## src/rtl/instr_sequencer.sv

```systemverilog
// rtl/instr_sequencer.sv - fetch/decode/execute sequencer for the 8-bit simple processor
// Drives RAM and ALU handshakes; holds acc, b_reg, pc and ir; run and single-step control.
module instr_sequencer #(
  parameter int DATA_W      = 8,
  parameter int ALU_TIMEOUT = 15
) (
  input  logic              clock,
  input  logic              reset,
  input  logic              run,
  input  logic              step,
  output logic [3:0]        mem_addr,
  output logic [DATA_W-1:0] mem_din,
  output logic              mem_rd,
  output logic              mem_we,
  input  logic [DATA_W-1:0] mem_dout,
  output logic [DATA_W-1:0] alu_a,
  output logic [DATA_W-1:0] alu_b,
  output logic [2:0]        alu_op,
  output logic              alu_start,
  input  logic [DATA_W-1:0] alu_result,
  input  logic              alu_done,
  output logic [3:0]        pc,
  output logic [DATA_W-1:0] acc,
  output logic [7:0]        ir,
  output logic              halted,
  output logic              illegal,
  output logic              instr_done
);

  typedef enum logic [2:0] {
    S_IDLE, S_FETCH, S_FETCH_WAIT, S_DECODE, S_MEM_WAIT, S_ALU_WAIT, S_HALT
  } state_t;

  localparam logic [3:0] OP_NOP = 4'h0;
  localparam logic [3:0] OP_LDI = 4'h1;
  localparam logic [3:0] OP_LDA = 4'h2;
  localparam logic [3:0] OP_STA = 4'h3;
  localparam logic [3:0] OP_LDB = 4'h4;
  localparam logic [3:0] OP_ALU = 4'h5;
  localparam logic [3:0] OP_JMP = 4'h6;
  localparam logic [3:0] OP_JZ  = 4'h7;
  localparam logic [3:0] OP_HLT = 4'hF;

  state_t              state, state_n;
  logic [3:0]          pc_n;
  logic [DATA_W-1:0]   acc_n, b_reg, b_reg_n;
  logic [7:0]          ir_n;
  logic                halted_n, illegal_n, end_instr;
  logic [7:0]          tmo_cnt, tmo_cnt_n;
  logic [3:0]          opcode, operand;

  assign opcode  = ir[7:4];
  assign operand = ir[3:0];
  assign mem_din = acc;
  assign alu_a   = acc;
  assign alu_b   = b_reg;
  assign alu_op  = ir[2:0];

  always_ff @(posedge clock or negedge reset) begin
    if (!reset) begin
      state   <= S_IDLE;
      pc      <= '0;
      acc     <= '0;
      b_reg   <= '0;
      ir      <= '0;
      halted  <= 1'b0;
      illegal <= 1'b0;
      tmo_cnt <= '0;
    end else begin
      state   <= state_n;
      pc      <= pc_n;
      acc     <= acc_n;
      b_reg   <= b_reg_n;
      ir      <= ir_n;
      halted  <= halted_n;
      illegal <= illegal_n;
      tmo_cnt <= tmo_cnt_n;
    end
  end

  always_comb begin
    state_n    = state;
    pc_n       = pc;
    acc_n      = acc;
    b_reg_n    = b_reg;
    ir_n       = ir;
    halted_n   = halted;
    illegal_n  = illegal;
    tmo_cnt_n  = tmo_cnt;
    mem_addr   = pc;
    mem_rd     = 1'b0;
    mem_we     = 1'b0;
    alu_start  = 1'b0;
    instr_done = 1'b0;
    end_instr  = 1'b0;

    case (state)
      S_IDLE: begin
        if (run || step) state_n = S_FETCH;
      end
      S_FETCH: begin
        mem_rd  = 1'b1;
        state_n = S_FETCH_WAIT;
      end
      S_FETCH_WAIT: begin
        ir_n    = mem_dout[7:0];
        pc_n    = pc + 4'd1;
        state_n = S_DECODE;
      end
      S_DECODE: begin
        mem_addr = operand;
        case (opcode)
          OP_NOP: end_instr = 1'b1;
          OP_LDI: begin
            acc_n     = {{(DATA_W-4){1'b0}}, operand};
            end_instr = 1'b1;
          end
          OP_LDA, OP_LDB: begin
            mem_rd  = 1'b1;
            state_n = S_MEM_WAIT;
          end
          OP_STA: begin
            mem_we    = 1'b1;
            end_instr = 1'b1;
          end
          OP_ALU: begin
            alu_start = 1'b1;
            tmo_cnt_n = '0;
            state_n   = S_ALU_WAIT;
          end
          OP_JMP: begin
            pc_n      = operand;
            end_instr = 1'b1;
          end
          OP_JZ: begin
            if (acc == '0) pc_n = operand;
            end_instr = 1'b1;
          end
          OP_HLT: begin
            halted_n   = 1'b1;
            instr_done = 1'b1;
            state_n    = S_HALT;
          end
          default: begin
            illegal_n = 1'b1;
            end_instr = 1'b1;
          end
        endcase
      end
      S_MEM_WAIT: begin
        if (opcode == OP_LDA) acc_n = mem_dout;
        else                  b_reg_n = mem_dout;
        end_instr = 1'b1;
      end
      S_ALU_WAIT: begin
        // A late completion on the last allowed cycle still wins over the timeout.
        if (alu_done) begin
          acc_n     = alu_result;
          end_instr = 1'b1;
        end else if (tmo_cnt == 8'(ALU_TIMEOUT - 1)) begin
          halted_n  = 1'b1;
          illegal_n = 1'b1;
          state_n   = S_HALT;
        end else begin
          tmo_cnt_n = tmo_cnt + 8'd1;
        end
      end
      S_HALT: state_n = S_HALT;
      default: state_n = S_IDLE;
    endcase

    if (end_instr) begin
      instr_done = 1'b1;
      state_n    = run ? S_FETCH : S_IDLE;
    end
  end

endmodule

```

## config.mk

```make
export PLATFORM = sky130hd
export DESIGN_NAME = instr_sequencer
export DESIGN_NICKNAME = d
export VERILOG_FILES = /design/src/rtl/instr_sequencer.sv
export SDC_FILE = /design/constraint.sdc
export NUM_CORES = 1
export LEC_CHECK = 0
export CAP_MARGIN = 20
export CELL_PAD_IN_SITES_DETAIL_PLACEMENT = 1
export CELL_PAD_IN_SITES_GLOBAL_PLACEMENT = 1
export CORE_UTILIZATION = 35
export CTS_BUF_LIST = sky130_fd_sc_hd__clkbuf_16
export CTS_CLUSTER_SIZE = 10
export DETAILED_ROUTE_END_ITERATION = 6
export HOLD_SLACK_MARGIN = 0.05
export PLACE_DENSITY = 0.79
export SYNTH_ARGS = -nofsm -noshare
export SYNTH_HDL_FRONTEND = slang
export SYNTH_SLANG_ARGS = --single-unit
```

## constraint.sdc

```tcl
create_clock -name clock -period 2.25 [get_ports clock]
set_clock_uncertainty 0.15 [all_clocks]
set_input_delay 0.45 -clock clock [delete_from_list [all_inputs] [get_ports clock]]
set_output_delay 0.45 -clock clock [all_outputs]
set_load 0.05 [all_outputs]
```

==> results of run 1 <==
-- how the worst min path moves through the flow --
stage,end
floorplan,acc[0]
global placement,halted
detailed placement,illegal
CTS,illegal
global route,halted
finish,illegal
-- worst register-to-register path: stages (launching register included) --
cell	delay, ns
dfrtp_2	0.48
nor4b_4	0.41
buf_4	0.18
mux2i_2	0.09
o21ai_4	0.25
buf_4	0.21
mux2i_1	0.21
-- layer usage --
metal / wire [um] / up-vias
li1: - / 1032
met2: 3950 / 58
met4: 111 / 0
met5: 0 / -
met1: 3320 / 1134
met3: 261 / 9
-- timing repair --
item / 4_1_cts / 5_1_grt
hold buffers: 1 / 0
buffers inserted: 0 / 10
pin swaps: 0 / 4
resized for setup: 4 / 7
endpoints found under the setup margin: 3 / 8
hold endpoints to repair: 23 / 0
-- stage by stage --
stage          setup TNS [ns]  util (%)  worst slack, ns
2_1_floorplan               0         -           0.0159
3_3_place_gp                0      49.1            0.153
3_5_place_dp                0      49.1            0.141
4_1_cts               -0.0200      51.5          -0.0200
5_1_grt                -0.179      53.1          -0.0729
6_report              -0.0154      53.1         -0.00882
-- synthesized netlist by cell type, drive strengths merged, types with 2 or more instances --
cell    count  area, um2
a21o        3       22.5
a21oi      10       50.1
xor2        3       26.3
buf        30        225
clkbuf      3       11.3
nor2       17       63.8
ha          3       37.5
and2        3       18.8
o211ai      2       15.0
nor3b       2       15.0
xnor2       2       17.5
o21ai       7       46.3
mux2       13        191
nor4        3       18.8
and4        3       26.3
dfrtp      41       1030
o31ai       3       36.3
nand2b      2       20.0
inv         9       33.8
nor3        5       25.0
o31a        2       17.5
nand2      47        176
mux2i      14        144
nand4b      2       17.5
nand4       2       12.5
and3        3       18.8
o22ai       2       12.5
nand3       7       35.0
-- state kept, by name (all words and copies together), names as in the netlist --
register	count
acc	8
alu_b	8
halted	1
illegal	1
ir	8
pc	4
state	3
tmo_cnt	8
-- layout make-up --
type                            count  area (um2)  area share, %
Timing Repair Buffer              104        1040           28.5
Clock buffer                        5         125           3.43
Tap cell                           96         120           3.29
Sequential cell                    41        1030           28.3
Inverter                            9        37.5           1.03
Multi-Input combinational cell    176        1280           35.0
Clock inverter                      3        15.0          0.412
-- cell families after synthesis --
group                      Yosys count
muxes                               27
and+or+nand+nor                    104
adders and majority gates            3
AOI/OAI and AO/OA                   37
xor gates and xnor gates             5
DFF                                 41
buffers and inverters               42
==> impl_metrics.toml, run 1 <==
[timing]
final_max_slew_viol_count = 0
setup_viol = 2
slew_headroom_pct = 59.6
min_period_ns = 2.26
hold_viol = 0
fin_ws_ns = -0.00882
tightest_slew_ns = 0.606
rsz0062_at_grt = "yes"
max_freq_ghz = 0.443
holdWs_ns = 0.313
min_period_over_period_pct = 100

[setup_path]
critPathCapture = "mem_rd"
rr_worst_depth = 6
path_delay_family = "flip-flops"
slowest_delay_ns = 0.44
cp-end-kind = "output pin"
r2r_slack_ns = 0.19
cp.depth = 5
crit_start = "ir[5]"
crit_type = "reg2out"
critPathArrivalTime_ns = 1.66
r2r-start = "ir[6]"
reg2reg_to = "acc[3]"
worst-path-buf-inv = 2
crit_required_ns = 1.65
worst-path-max-fanout = 4
cp_slowest_cell = "dfrtp_2"
path_cells = "buf_6 > xnor2_1 > o31a_1 > nor3_4 > buf_12"
start_kind = "register"

[route]
ant_nets = 0
drc = 0
drtPass1Iterations = 4
vias_per_cell = 5.15
routed_wl_mm = 7.64
wl_per_cell_um = 17.6
route.vias.total = 2233
drt_iter0_markers = 90

[global_routing]
grt_max_degree = 26
met1_usage_pct = 25.3
antenna_found_initial = 0
met3_usage_pct = 3.60
gr-total-overflow = 0
use_met2_pct = 37.2
grt.busiest_layer = "met2"
grt_pass1_wl_mm = 11.8
grt_pass1_vias = 2278
grtUsageTotal_pct = 20.7

[layout]
layout.cells.non_filler = 434
layout_commonest_cell = "clkdlybuf4s50_1"
final_net_count = 361
drive_above_1_share_pct = 25.1
final_cell_mix = "clkdlybuf4s50_1, nand2_1, dfrtp_1, buf_4, nor2_1"
diodes = 0
syn2layout_area_growth_pct = 44.2
final_area_um2 = 3650
fill_cells = 773

[synthesis]
synthCells = 259
synth_edf_count = 0
synth_area_um2 = 2530
synth_top_family_by_area = "simple AND/OR/NAND/NOR gates"
ys_warn_count = 0
syn_area_per_cell_um2 = 9.76
synth-compound-area-share_pct = 10.6
ys_seq_elements = 41
ys_seq_area_share_pct = 40.6
yosysUniqueCellTypes = 51
synthSimpleGateAreaFrac_pct = 21.7
ys.flop_type = "dfrtp_1"
muxShareOfSynthArea_pct = 13.3
synth_xor_area_share_pct = 1.73
async_flop_share_pct = 100
synth_fa_ha_area_share_pct = 1.48
syn-num-nets = 283

[min_path]
hold_path_class = "reg2reg"
min-delay-start = "illegal"
hold_depth = 1

[floorplanning]
rows = 30
die_h_um = 87
die_area_um2 = 7570
ios = 78
coreArea_um2 = 6870
initial_utilization_pct = 36.8
die_w_um = 87

[status]
violations = "negative setup slack"
status = "finished with violations"

[placed_design]
portBuffers = 77
gp_congestion = 0.805
hpwl_mm = 5.50
placed_cell_area_um2 = 3380
dp.cells = 415

[cts]
clk_latency_ns = 0.29
cts_tree = "done"
cts-htree-levels = 2
clockBufferDepth = 2
clockRootBuffer = "clkbuf_16"
numCtsBuffers = 5
clk_pin_slew_worst_paths_ns = 0.06
cts_num_sinks = 41

[run]
maxCapViolCount = 0
Power of run 1 is left out: the tool's default activity adds up to more than one toggle a clock period on the data nets, which glitch-free logic cannot reach.
==> run 2: changes to the inputs <==
ABC_AREA = 1   (was not set)
CORE_UTILIZATION = 33   (was 35)
==> run 2 against run 1 <==
Against the previous run: the run now ends clean; non-clock buffer count is 17 lower; die area rose by 10%; via count increased by 18%; sequential cell count is the same; global-route usage up 0.94 points; final area is 1.2% higher; critical endpoint is now instr_done.
==> impl_metrics.toml, run 2 <==
[status]
status = "completed"

[synthesis]
synthCells = 374
synth_area_um2 = 2630
synth-compound-area-share_pct = 6.94
synthSimpleGateAreaFrac_pct = 38.6
yosysUniqueCellTypes = 27
async_flop_share_pct = 100
syn-num-nets = 398
yosysMostFrequentCell = "nand2_1"
synth_fa_ha_area_share_pct = 1.43
synth_edf_count = 0
ys.flop_type = "dfrtp_1"
synth_xor_area_share_pct = 0.666
muxShareOfSynthArea_pct = 0
synth_top_family_by_area = "simple AND/OR/NAND/NOR gates"
synth_top_area_share_pct = 39.0
netlist_top_cells_count = "nand2_1, dfrtp_1, nand3_1"
ys_seq_area_share_pct = 39.0
synth_area_leader_cell = "dfrtp_1"
ys_warn_count = 0
ys_seq_elements = 41
syn_area_per_cell_um2 = 7.04
ys_top_cells_by_area = "dfrtp_1, nand2_1, nand3_1"

[cts]
cts-htree-levels = 2
clockBufferDepth = 2
clk_pin_slew_worst_paths_ns = 0.06
numCtsBuffers = 5
cts_tree = "done"
clk_latency_ns = 0.29
cts_num_sinks = 41
clockRootBuffer = "clkbuf_16"

[floorplanning]
die_h_um = 91.3
initial_utilization_pct = 34.1
die_w_um = 91.3
die_area_um2 = 8330
coreArea_um2 = 7730
rows = 32
ios = 78

[global_routing]
grtUsageTotal_pct = 21.7
grt_pass1_wl_mm = 14.4
gr-total-overflow = 0
antenna_found_initial = 0
grt_pass1_vias = 2855
grt_max_degree = 42

[timing]
tns_ns = 0
setup_viol = 0
fin_ws_ns = 0.0317
max_freq_ghz = 0.451
final_max_slew_viol_count = 0
min_period_ns = 2.22
hold_viol = 0
rsz0062_at_grt = "yes"
min_period_over_period_pct = 98.6
tightest_slew_ns = 0.615
slew_headroom_pct = 58.9

[layout]
syn2layout_area_growth_pct = 40.2
diodes = 0
final_cell_mix = "nand2_1, clkdlybuf4s50_1, nand3_1, dfrtp_1, inv_1"
drive_above_1_share_pct = 15.5
layout_commonest_cell = "nand2_1"
final_area_um2 = 3690
final_net_count = 467

[route]
wl_per_cell_um = 15.3
drc = 0
drtPass1Iterations = 4
routed_wl_mm = 8.38
vias_per_cell = 4.82
route.vias.total = 2634
drt_iter0_markers = 73
ant_nets = 0

[min_path]
min-delay-start = "illegal"
hold_depth = 2
holdPathEnd = "illegal"
hold_path_class = "reg2reg"

[setup_path]
crit_type = "in2out"
reg2reg_to = "acc[4]"
start_kind = "input port"
critPathArrivalTime_ns = 1.62
worst-path-max-fanout = 3
rr_worst_depth = 9
crit_required_ns = 1.65
cp-end-kind = "output pin"
r2r-start = "state[1]"
r2r_slack_ns = 0.31

[placed_design]
portBuffers = 77
hpwl_mm = 6.18
gp_congestion = 0.768
placed_cell_area_um2 = 3460
dp_slack_ns = 0.0487

[run]
maxCapViolCount = 0

[power_and_ir_drop]
ir_worst_vdd_mv = 0.667
leakage_nw = 1.79
powerDensity_nw_per_um2 = 1730
[run 2: cell count changes in the layout (fill, tap and decap cells not counted), sizes merged, moves of 5 or more]
cell | previous run | this run
nand2 | 47 | 142
inv | 9 | 43
nand3 | 7 | 38
buf | 43 | 22
o21ai | 7 | 28
nor2 | 17 | 36
mux2i | 14 | 0
mux2 | 13 | 0
nand4 | 2 | 8
a21oi | 10 | 5
clkdlybuf4s50 | 58 | 63
[run 2: area by class of cell]
class / count / area [um2]
clock buffers: 5 / 125
clock inverters: 3 / 21.3
fillers: 969 / 4040
inverters: 42 / 160
multi-input cells: 266 / 1290
flip-flops and latches: 41 / 1030
well taps: 102 / 128
repair buffers: 87 / 928
[run 2: worst max path at each step]
stage | start | to
final | alu_done | instr_done
after global routing | ir[5] | instr_done
after CTS | state[2] | instr_done
after detailed placement | alu_done | instr_done
after global placement | alu_done | instr_done
after floorplan | ir[4] | instr_done
[run 2: per-stage QoR]
| stage | hold WS, ns | util, % | total power [mW] | instances |
|---|---|---|---|---|
| 2_1_floorplan | 0.00441 | - | 4.24 | 374 |
| 3_3_place_gp | 0.296 | 44.8 | 5.46 | 530 |
| 3_5_place_dp | 0.299 | 44.8 | 5.54 | 530 |
| 4_1_cts | 0.328 | 47.3 | 6.37 | 543 |
| 5_1_grt | 0.362 | 47.7 | 6.72 | 546 |
| 6_report | 0.321 | 47.7 | 6.37 | 546 |
[run 2: kinds of logic after synthesis]
logic type	after synthesis
simple gates	226
compound gates	34
flops	41
fa+ha+maj	3
xor+xnor	2
buf+inv	68
[run 2: power breakdown]
part           total (mW)  internal (mW)  switching, mW
Clock               0.732          0.413          0.319
Sequential           1.40           1.02          0.381
Combinational        4.23           1.41           2.82
[run 2: repair_timing]
item | CTS | global route
hold buffers | 1 | 0
gates cloned | 1 | 0
setup endpoints to repair | 6 | 8
gates resized for setup | 5 | 6
endpoints found under the hold margin | 41 | 0
setup buffers | 3 | 3
pin swaps | 1 | 0
[run 2: worst max-delay path: stages]
cell             delay, ns
clkdlybuf4s50_1       0.51
inv_1                 0.05
a21oi_1               0.22
inv_1                 0.10
nand3_1               0.14
buf_12                0.15
[run 2: routing by layer]
metal  vias up  track usage (%)  share of wire, %
met5         -                0                 0
met4         0             4.89              0.94
met3         9             3.85               2.5
met2        41             40.1                53
met1      1286             25.9                44
li1       1298                -                 -
Power figures use the tool's default switching activity.
